## src/rtl/ecc_log_pkg.sv

```systemverilog
// Shared types and helpers for the ECC error logger: event classes, the stored
// record layout, window FSM states and a saturating counter increment.
package ecc_log_pkg;

    localparam int ADDR_W_MAX = 32;

    typedef enum logic [1:0] {
        NONE = 2'b00,
        CE   = 2'b01,
        UE   = 2'b10,
        AE   = 2'b11
    } err_type_t;

    typedef struct packed {
        logic [ADDR_W_MAX-1:0] addr;
        err_type_t             err_type;
        logic [7:0]            syndrome;
        logic                  injected;
    } err_record_t;

    typedef enum logic {
        WIN_IDLE,
        WIN_ARMED
    } win_state_t;

    // Counters up to 32 bits wide hold at all-ones instead of wrapping.
    function automatic logic [31:0] sat_inc(input logic [31:0] value, input int width);
        logic [31:0] max_val;
        max_val = (width >= 32) ? '1 : ((32'd1 << width) - 32'd1);
        return (value >= max_val) ? value : value + 32'd1;
    endfunction

endpackage

```

## src/rtl/ecc_log_if.sv

```systemverilog
// Valid/ready record stream from the logger (master) to the software drain (slave).
interface ecc_log_if #(
    parameter int ADDR_WIDTH = 32
);
    logic                  log_valid;
    logic                  log_ready;
    logic [ADDR_WIDTH-1:0] log_addr;
    logic [1:0]            log_type;
    logic [7:0]            log_syndrome;
    logic                  log_injected;

    modport master (
        output log_valid, log_addr, log_type, log_syndrome, log_injected,
        input  log_ready
    );

    modport slave (
        input  log_valid, log_addr, log_type, log_syndrome, log_injected,
        output log_ready
    );
endinterface

```

## src/rtl/ecc_log_fifo.sv

```systemverilog
// Synchronous record FIFO with flush; a push into a full FIFO is only taken
// when a pop frees the head slot in the same cycle.
module ecc_log_fifo
    import ecc_log_pkg::*;
#(
    parameter int DEPTH = 8
) (
    input  logic        clk,
    input  logic        rst_n,
    input  logic        flush,
    input  logic        push,
    input  logic        pop,
    input  err_record_t wr_data,
    output err_record_t rd_data,
    output logic        full,
    output logic        empty
);
    localparam int PTR_W = $clog2(DEPTH);
    typedef logic [PTR_W:0] ptr_t;

    err_record_t mem [DEPTH];
    ptr_t        wr_ptr;
    ptr_t        rd_ptr;
    logic        do_push;
    logic        do_pop;

    assign empty   = (wr_ptr == rd_ptr);
    assign full    = (wr_ptr[PTR_W] != rd_ptr[PTR_W]) &&
                     (wr_ptr[PTR_W-1:0] == rd_ptr[PTR_W-1:0]);
    assign do_pop  = pop && !empty;
    assign do_push = push && (!full || do_pop);
    assign rd_data = mem[rd_ptr[PTR_W-1:0]];

    // NOTE: the storage is reset so the head reads all-zero out of reset; at this depth it is cheap.
    always_ff @(posedge clk or negedge rst_n) begin
        if (!rst_n) begin
            for (int i = 0; i < DEPTH; i++) mem[i] <= '0;
        end else if (!flush && do_push) begin
            mem[wr_ptr[PTR_W-1:0]] <= wr_data;
        end
    end

    // NOTE: state registers use <= so every flop samples pre-edge values, independent of block order.
    always_ff @(posedge clk or negedge rst_n) begin
        if (!rst_n) begin
            wr_ptr <= '0;
            rd_ptr <= '0;
        end else if (flush) begin
            wr_ptr <= '0;
            rd_ptr <= '0;
        end else begin
            if (do_push) wr_ptr <= wr_ptr + ptr_t'(1);
            if (do_pop)  rd_ptr <= rd_ptr + ptr_t'(1);
        end
    end

endmodule

```

## src/rtl/ecc_error_logger.sv

```systemverilog
// Logs ECC checker events into a record FIFO, keeps saturating per-class counters,
// matches detections against injection pulses and raises a sticky interrupt.
module ecc_error_logger
    import ecc_log_pkg::*;
#(
    parameter int ADDR_WIDTH  = 32,
    parameter int LOG_DEPTH   = 8,
    parameter int CNT_WIDTH   = 16,
    parameter int MISS_WINDOW = 16
) (
    input  logic                  clk,
    input  logic                  rst_n,
    input  logic                  err_valid,
    input  logic [1:0]            err_type,
    input  logic [ADDR_WIDTH-1:0] err_addr,
    input  logic [7:0]            err_syndrome,
    input  logic                  inject_pulse,
    input  logic                  log_clear,
    input  logic [CNT_WIDTH-1:0]  irq_threshold,
    input  logic                  irq_clear,
    ecc_log_if.master             log,
    output logic [CNT_WIDTH-1:0]  ce_count,
    output logic [CNT_WIDTH-1:0]  ue_count,
    output logic [CNT_WIDTH-1:0]  ae_count,
    output logic [CNT_WIDTH-1:0]  drop_count,
    output logic [CNT_WIDTH-1:0]  miss_count,
    output logic                  overflow_flag,
    output logic                  irq
);
    localparam int WIN_W = $clog2(MISS_WINDOW + 1);

    function automatic logic [CNT_WIDTH-1:0] bump(input logic [CNT_WIDTH-1:0] value);
        return CNT_WIDTH'(sat_inc(32'(value), CNT_WIDTH));
    endfunction

    err_type_t            ev_type;
    logic                 accept;
    logic                 pop;
    logic                 drop;
    logic                 fifo_full;
    logic                 fifo_empty;
    err_record_t          rec_in;
    err_record_t          head;
    logic [CNT_WIDTH-1:0] ce_next;
    logic                 irq_set;

    win_state_t           state, state_next;
    logic [WIN_W-1:0]     win_cnt, win_cnt_next;
    logic                 match;
    logic                 miss;

    assign ev_type = err_type_t'(err_type);
    assign accept  = err_valid && (ev_type != NONE) && !log_clear;
    assign pop     = !fifo_empty && log.log_ready && !log_clear;
    assign drop    = accept && fifo_full && !pop;
    assign ce_next = bump(ce_count);

    assign irq_set = (accept && (ev_type == UE || ev_type == AE)) || drop ||
                     (accept && ev_type == CE && irq_threshold != '0 && ce_next == irq_threshold);

    always_comb begin
        rec_in          = '0;
        rec_in.addr     = ADDR_W_MAX'(err_addr);
        rec_in.err_type = ev_type;
        rec_in.syndrome = err_syndrome;
        rec_in.injected = match;
    end

    ecc_log_fifo #(.DEPTH(LOG_DEPTH)) u_fifo (
        .clk     (clk),
        .rst_n   (rst_n),
        .flush   (log_clear),
        .push    (accept),
        .pop     (pop),
        .wr_data (rec_in),
        .rd_data (head),
        .full    (fifo_full),
        .empty   (fifo_empty)
    );

    assign log.log_valid    = !fifo_empty;
    assign log.log_addr     = head.addr[ADDR_WIDTH-1:0];
    assign log.log_type     = head.err_type;
    assign log.log_syndrome = head.syndrome;
    assign log.log_injected = head.injected;

    always_ff @(posedge clk or negedge rst_n) begin
        if (!rst_n) begin
            state   <= WIN_IDLE;
            win_cnt <= '0;
        end else begin
            state   <= state_next;
            win_cnt <= win_cnt_next;
        end
    end

    // NOTE: every output of this block gets a default first so no path can infer a latch.
    always_comb begin
        state_next   = state;
        win_cnt_next = win_cnt;
        match        = 1'b0;
        miss         = 1'b0;
        if (log_clear) begin
            state_next   = WIN_IDLE;
            win_cnt_next = '0;
        end else begin
            case (state)
                WIN_IDLE: begin
                    if (inject_pulse) begin
                        state_next   = WIN_ARMED;
                        win_cnt_next = WIN_W'(MISS_WINDOW);
                    end
                end
                WIN_ARMED: begin
                    if (accept) begin
                        match = 1'b1;
                        if (inject_pulse) win_cnt_next = WIN_W'(MISS_WINDOW);
                        else              state_next   = WIN_IDLE;
                    end else if (inject_pulse) begin
                        // The earlier injection escaped; the new one takes over the window.
                        miss         = 1'b1;
                        win_cnt_next = WIN_W'(MISS_WINDOW);
                    end else if (win_cnt == '0) begin
                        miss       = 1'b1;
                        state_next = WIN_IDLE;
                    end else begin
                        win_cnt_next = win_cnt - WIN_W'(1);
                    end
                end
                default: state_next = WIN_IDLE;
            endcase
        end
    end

    always_ff @(posedge clk or negedge rst_n) begin
        if (!rst_n) begin
            ce_count      <= '0;
            ue_count      <= '0;
            ae_count      <= '0;
            drop_count    <= '0;
            miss_count    <= '0;
            overflow_flag <= 1'b0;
            irq           <= 1'b0;
        end else if (log_clear) begin
            ce_count      <= '0;
            ue_count      <= '0;
            ae_count      <= '0;
            drop_count    <= '0;
            miss_count    <= '0;
            overflow_flag <= 1'b0;
            irq           <= 1'b0;
        end else begin
            if (accept && ev_type == CE) ce_count <= ce_next;
            if (accept && ev_type == UE) ue_count <= bump(ue_count);
            if (accept && ev_type == AE) ae_count <= bump(ae_count);
            if (drop)                    drop_count <= bump(drop_count);
            if (miss)                    miss_count <= bump(miss_count);
            // Set beats clear when both land in the same cycle.
            if (drop)           overflow_flag <= 1'b1;
            else if (irq_clear) overflow_flag <= 1'b0;
            if (irq_set)        irq <= 1'b1;
            else if (irq_clear) irq <= 1'b0;
        end
    end

endmodule

```

## src/flat_wrapper.sv

```systemverilog
// flat-port wrapper written by rule: the top's interface ports become plain ports
module ecc_error_logger_flat import ecc_log_pkg::*;
#(
    parameter int ADDR_WIDTH  = 32,
    parameter int LOG_DEPTH   = 8,
    parameter int CNT_WIDTH   = 16,
    parameter int MISS_WINDOW = 16
)
  (clk, rst_n, err_valid, err_type, err_addr, err_syndrome, inject_pulse, log_clear, irq_threshold, irq_clear, ce_count, ue_count, ae_count, drop_count, miss_count, overflow_flag, irq, log_log_valid, log_log_addr, log_log_type, log_log_syndrome, log_log_injected, log_log_ready);
  ecc_log_if #(.ADDR_WIDTH(ADDR_WIDTH)) log_i ();
  input  logic clk;
  input  logic rst_n;
  input  logic err_valid;
  input  logic [1:0] err_type;
  input  logic [ADDR_WIDTH-1:0] err_addr;
  input  logic [7:0] err_syndrome;
  input  logic inject_pulse;
  input  logic log_clear;
  input  logic [CNT_WIDTH-1:0] irq_threshold;
  input  logic irq_clear;
  output logic [CNT_WIDTH-1:0] ce_count;
  output logic [CNT_WIDTH-1:0] ue_count;
  output logic [CNT_WIDTH-1:0] ae_count;
  output logic [CNT_WIDTH-1:0] drop_count;
  output logic [CNT_WIDTH-1:0] miss_count;
  output logic overflow_flag;
  output logic irq;
  output wire logic [$bits(log_i.log_valid)-1:0] log_log_valid;
  output wire logic [$bits(log_i.log_addr)-1:0] log_log_addr;
  output wire logic [$bits(log_i.log_type)-1:0] log_log_type;
  output wire logic [$bits(log_i.log_syndrome)-1:0] log_log_syndrome;
  output wire logic [$bits(log_i.log_injected)-1:0] log_log_injected;
  input wire logic [$bits(log_i.log_ready)-1:0] log_log_ready;
  assign log_log_valid = log_i.log_valid;
  assign log_log_addr = log_i.log_addr;
  assign log_log_type = log_i.log_type;
  assign log_log_syndrome = log_i.log_syndrome;
  assign log_log_injected = log_i.log_injected;
  assign log_i.log_ready = log_log_ready;
  ecc_error_logger #(.ADDR_WIDTH(ADDR_WIDTH), .LOG_DEPTH(LOG_DEPTH), .CNT_WIDTH(CNT_WIDTH), .MISS_WINDOW(MISS_WINDOW)) u_core (.clk(clk), .rst_n(rst_n), .err_valid(err_valid), .err_type(err_type), .err_addr(err_addr), .err_syndrome(err_syndrome), .inject_pulse(inject_pulse), .log_clear(log_clear), .irq_threshold(irq_threshold), .irq_clear(irq_clear), .log(log_i), .ce_count(ce_count), .ue_count(ue_count), .ae_count(ae_count), .drop_count(drop_count), .miss_count(miss_count), .overflow_flag(overflow_flag), .irq(irq));
endmodule
```

## config.mk

```make
export PLATFORM = sky130hd
export DESIGN_NAME = ecc_error_logger_flat
export DESIGN_NICKNAME = d
export VERILOG_FILES = /design/src/rtl/ecc_log_pkg.sv /design/src/rtl/ecc_log_if.sv /design/src/rtl/ecc_log_fifo.sv /design/src/rtl/ecc_error_logger.sv /design/src/flat_wrapper.sv
export SDC_FILE = /design/constraint.sdc
export NUM_CORES = 1
export LEC_CHECK = 0
export ABC_AREA = 1
export CORE_ASPECT_RATIO = 0.9
export CORE_MARGIN = 5
export CORE_UTILIZATION = 50
export DETAILED_ROUTE_END_ITERATION = 8
export GPL_TIMING_DRIVEN = 0
export PLACE_DENSITY = 0.71
export REMOVE_ABC_BUFFERS = 1
export SYNTH_ARGS = -nofsm -noshare
export SYNTH_HDL_FRONTEND = slang
export SYNTH_HIERARCHICAL = 1
export SYNTH_SLANG_ARGS = --single-unit
```

## constraint.sdc

```tcl
create_clock -name clk -period 2.7 [get_ports clk]
set_input_delay 0.27 -clock clk [delete_from_list [all_inputs] [get_ports clk]]
set_output_delay 0.27 -clock clk [all_outputs]
set_load 0.03 [all_outputs]
```

==> flow_summary.yaml <==
detailed_routing:
  antenna_left: 0
  via_per_inst: 5.76
  drcViolationCount: 0
  firstDrtPassIters: 6
  avgRoutedWirePerCell_um: 20.7
  drtIter0Drc: 2872
  vias: 21600
  wl_um: 77700
layout:
  nets: 3200
  final_cell_mix: "1330 x nand2_1, 437 x dfrtp_1, 261 x nor2_1, 222 x o21ai_0, 144 x clkdlybuf4s50_1"
  multi_input_area_mm2: 0.00974
  syn2layout_area_growth_pct: 23.7
  layout-drive-gt1-share_pct: 9.94
  nFillCells: 3674
  seq_area_mm2: 0.0110
  final_common_cell: "nand2_1"
  final_cells: 3761
pwr:
  seqPwrFrac_pct: 45.7
  intPower_mw: 11.7
  peakVddDrop_v: 0.000425
  switching_share_pct: 27.5
  p_leak_nw: 14.0
  combPwrFrac_pct: 13.2
  clockPowerShare_pct: 41.1
  power_switching_mw: 4.43
  fin_total_pwr_mw: 16.1
  p_per_area_mw_per_mm2: 590
sta:
  rsz0062_at_grt: "true"
  postLayoutSetupSlackWorst_ns: -0.0293
  skew_ns: 0.0290
  worst_slew_pin_slew_ns: 0.889
  max_freq_mhz: 366
  layout_min_cycle_time_ns: 2.73
  hold_violations: 0
  fin_crit_sh_pct: 101
  slew_viol_final: 0
  setup_tns_ns: -0.0293
  slew_headroom_pct: 40.7
  setup_viol: 1
cts:
  insertion_delay_ns: 0.60
  cts_max_level: 2
  path_clk_slew_ns: 0.06
  cts_inserted_buffers: 48
  cts_tree: "yes"
  clockBufferDepth: 3
  clock-sinks: 440
  root_buffer: "clkbuf_16"
yosys:
  synth_area_mm2: 0.0221
  synth_cell_types: 52
  seq_area_frac_synth_pct: 49.8
  netlist_instances: 2951
  synth_warnings: 6
  syn_area_per_cell_um2: 7.49
  async_flop_share_pct: 100
  ys.flop_type: "dfrtp_1"
  synth-edff-count: 0
  synth_seq_cells: 440
setup_path:
  r2r-end: "u_core/u_fifo/mem[268]$_DFFE_PN0P_"
  crit_required_ns: 2.43
  cp-end-kind: "output port"
  path_class: "reg -> out"
  crit_path_max_incr_delay_ns: 0.52
  reg2regPathDepth: 20
  reg2reg_from: "u_core/u_fifo/rd_ptr[0]$_DFFE_PN0P_"
  slowest_stage: "dfrtp_4"
  arrival_ns: 2.46
  r2r_slack_ns: 0.06
  path_cells: "buf_16 > buf_4 > buf_4 > o21ai_0 > o22ai_1 > nand2_1 > nand2_1 > clkbuf_2"
  critPathMaxFanout: 6
  cp-start-kind: "register"
floorplan:
  ios: 191
  rows: 73
  fp.coreArea_mm2: 0.0439
  die_h_um: 209
  die_area_mm2: 0.0485
  dieWidth_um: 232
  initial_core_util_pct: 50.3
place:
  place_ws_ns: -2.53
  dp_hpwl_um: 38700
  placed_cells: 3576
  portBuffers: 190
  gp_congestion: 0.886
min_path:
  hp-class: "in -> async"
global_routing:
  grt_first_pass_wirelength_um: 116000
  grt_overflow: 0
  track_usage_pct: 30.0
  grt_pass1_vias: 21000
  grt_max_degree: 127
  antenna_found_initial: 2
status:
  run_status: "finished, violations left"
  violations: "negative setup slack"
flow_run:
  drv_cap: 0
-- critical path: cells and delay by family (launching register included) --
kind | cells | cell delay [ns]
and+or+nand+nor | 2 | 0.17
buffers and inverters | 4 | 0.72
DFF | 1 | 0.52
AOI/OAI and AO/OA | 2 | 0.45
-- cells in the mapped netlist (2+ instances only) --
library cell | instances | share of area, %
a21oi_1 | 44 | 1.0
a31oi_1 | 3 | 0.085
and3_1 | 3 | 0.085
buf_1 | 6 | 0.10
buf_2 | 78 | 1.8
buf_4 | 2 | 0.068
buf_6 | 34 | 1.7
clkbuf_1 | 70 | 1.2
clkinv_1 | 2 | 0.034
dfrtp_1 | 440 | 50
ha_1 | 9 | 0.51
inv_1 | 122 | 2.1
inv_2 | 7 | 0.12
nand2_1 | 1340 | 23
nand2_2 | 5 | 0.14
nand3_1 | 72 | 1.6
nand3b_1 | 3 | 0.10
nand4_1 | 22 | 0.62
nand4_2 | 8 | 0.45
nor2_1 | 265 | 4.5
nor2_2 | 11 | 0.31
nor2_4 | 4 | 0.20
nor3_1 | 24 | 0.54
nor3_2 | 2 | 0.091
nor4_1 | 8 | 0.23
o21ai_0 | 225 | 5.1
o21ai_1 | 2 | 0.045
o22ai_1 | 90 | 2.5
o31ai_1 | 9 | 0.31
xnor2_1 | 7 | 0.28
xor2_1 | 13 | 0.52
-- per-stage QoR --
step	hold slack, ns	utilization, %	area (µm²)
after floorplan	-0.0256	-	21000
final	0.311	62.2	27300
after global placement	0.440	53.9	23700
after CTS	0.330	61.3	26900
after global routing	0.357	62.2	27300
after detailed placement	0.402	55.5	24400
-- power by group through the flow --
stage                     registers (mW)  clock network (mW)  logic (mW)
after floorplan                     7.41                   0        1.17
after global placement              7.46                   0        2.02
after detailed placement            7.45                   0        2.11
after CTS                           7.34                6.70        2.10
after global routing                7.40                6.98        2.35
final                               7.37                6.62        2.13
-- worst max path at each step --
stage	startpoint	slack, ns	to	depth (start not counted)
final	u_core/u_fifo/rd_ptr[0]$_DFFE_PN0P_	-0.03	log_log_addr[4]	8
after global routing	u_core/u_fifo/rd_ptr[0]$_DFFE_PN0P_	-0.06	u_core/u_fifo/mem[268]$_DFFE_PN0P_	20
after CTS	u_core/u_fifo/rd_ptr[0]$_DFFE_PN0P_	0.001	log_log_addr[19]	8
after detailed placement	log_clear	-2.53	u_core/ce_count[14]$_DFFE_PN0P_	8
after global placement	rst_n	-18.03	u_core/ce_count[9]$_DFFE_PN0P_	1
after floorplan	u_core/u_fifo/rd_ptr[0]$_DFFE_PN0P_	-4.84	u_core/u_fifo/mem[0]$_DFFE_PN0P_	14
-- routing by layer --
metal / GRT usage [%] / wire, µm
met4: 13.3 / 3890
met2: 47.4 / 34700
met1: 39.7 / 29400
met3: 7.30 / 9660
met5: 0 / 13
-- cells by family after synthesis --
| kind of cell | Yosys count | share of synthesized area, % |
|---|---|---|
| AO/OA/AOI/OAI | 386 | 9.72 |
| XOR/XNOR | 20 | 0.793 |
| adder cells (fa/ha/maj) | 9 | 0.510 |
| buffers and inverters | 323 | 7.14 |
| flip-flops | 440 | 49.8 |
| AND/OR/NAND/NOR | 1773 | 32.0 |
-- cell type report --
type,instances,share of cell area (%)
clock buffer,69,4.98
tap,600,2.75
clock inverter,14,0.678
antenna,2,0.0183
inverter,133,2.11
sequential,440,40.4
timing repair buffer,303,13.2
multi-input combinational,2194,35.7
timing repair inverter,6,0.229
-- sequential cells by signal (all words and copies together) (netlist names) --
signal,count
u_core/u_fifo/mem,344
u_core/ae_count,16
u_core/ce_count,16
u_core/drop_count,16
u_core/miss_count,16
u_core/ue_count,16
u_core/win_cnt,5
u_core/u_fifo/rd_ptr,4
u_core/u_fifo/wr_ptr,4
u_core/irq,1
u_core/overflow_flag,1
u_core/state,1
-- timing repair --
| action | CTS | global route |
|---|---|---|
| setup endpoints to repair | 467 | 372 |
| resized for setup | 184 | 71 |
| setup buffers | 48 | 23 |
| cloned | 22 | 7 |
| hold endpoints to repair | 108 | 0 |
| hold buffers | 1 | 0 |
| pin swaps | 15 | 14 |
Note: power is estimated with default switching activity, not from simulation.
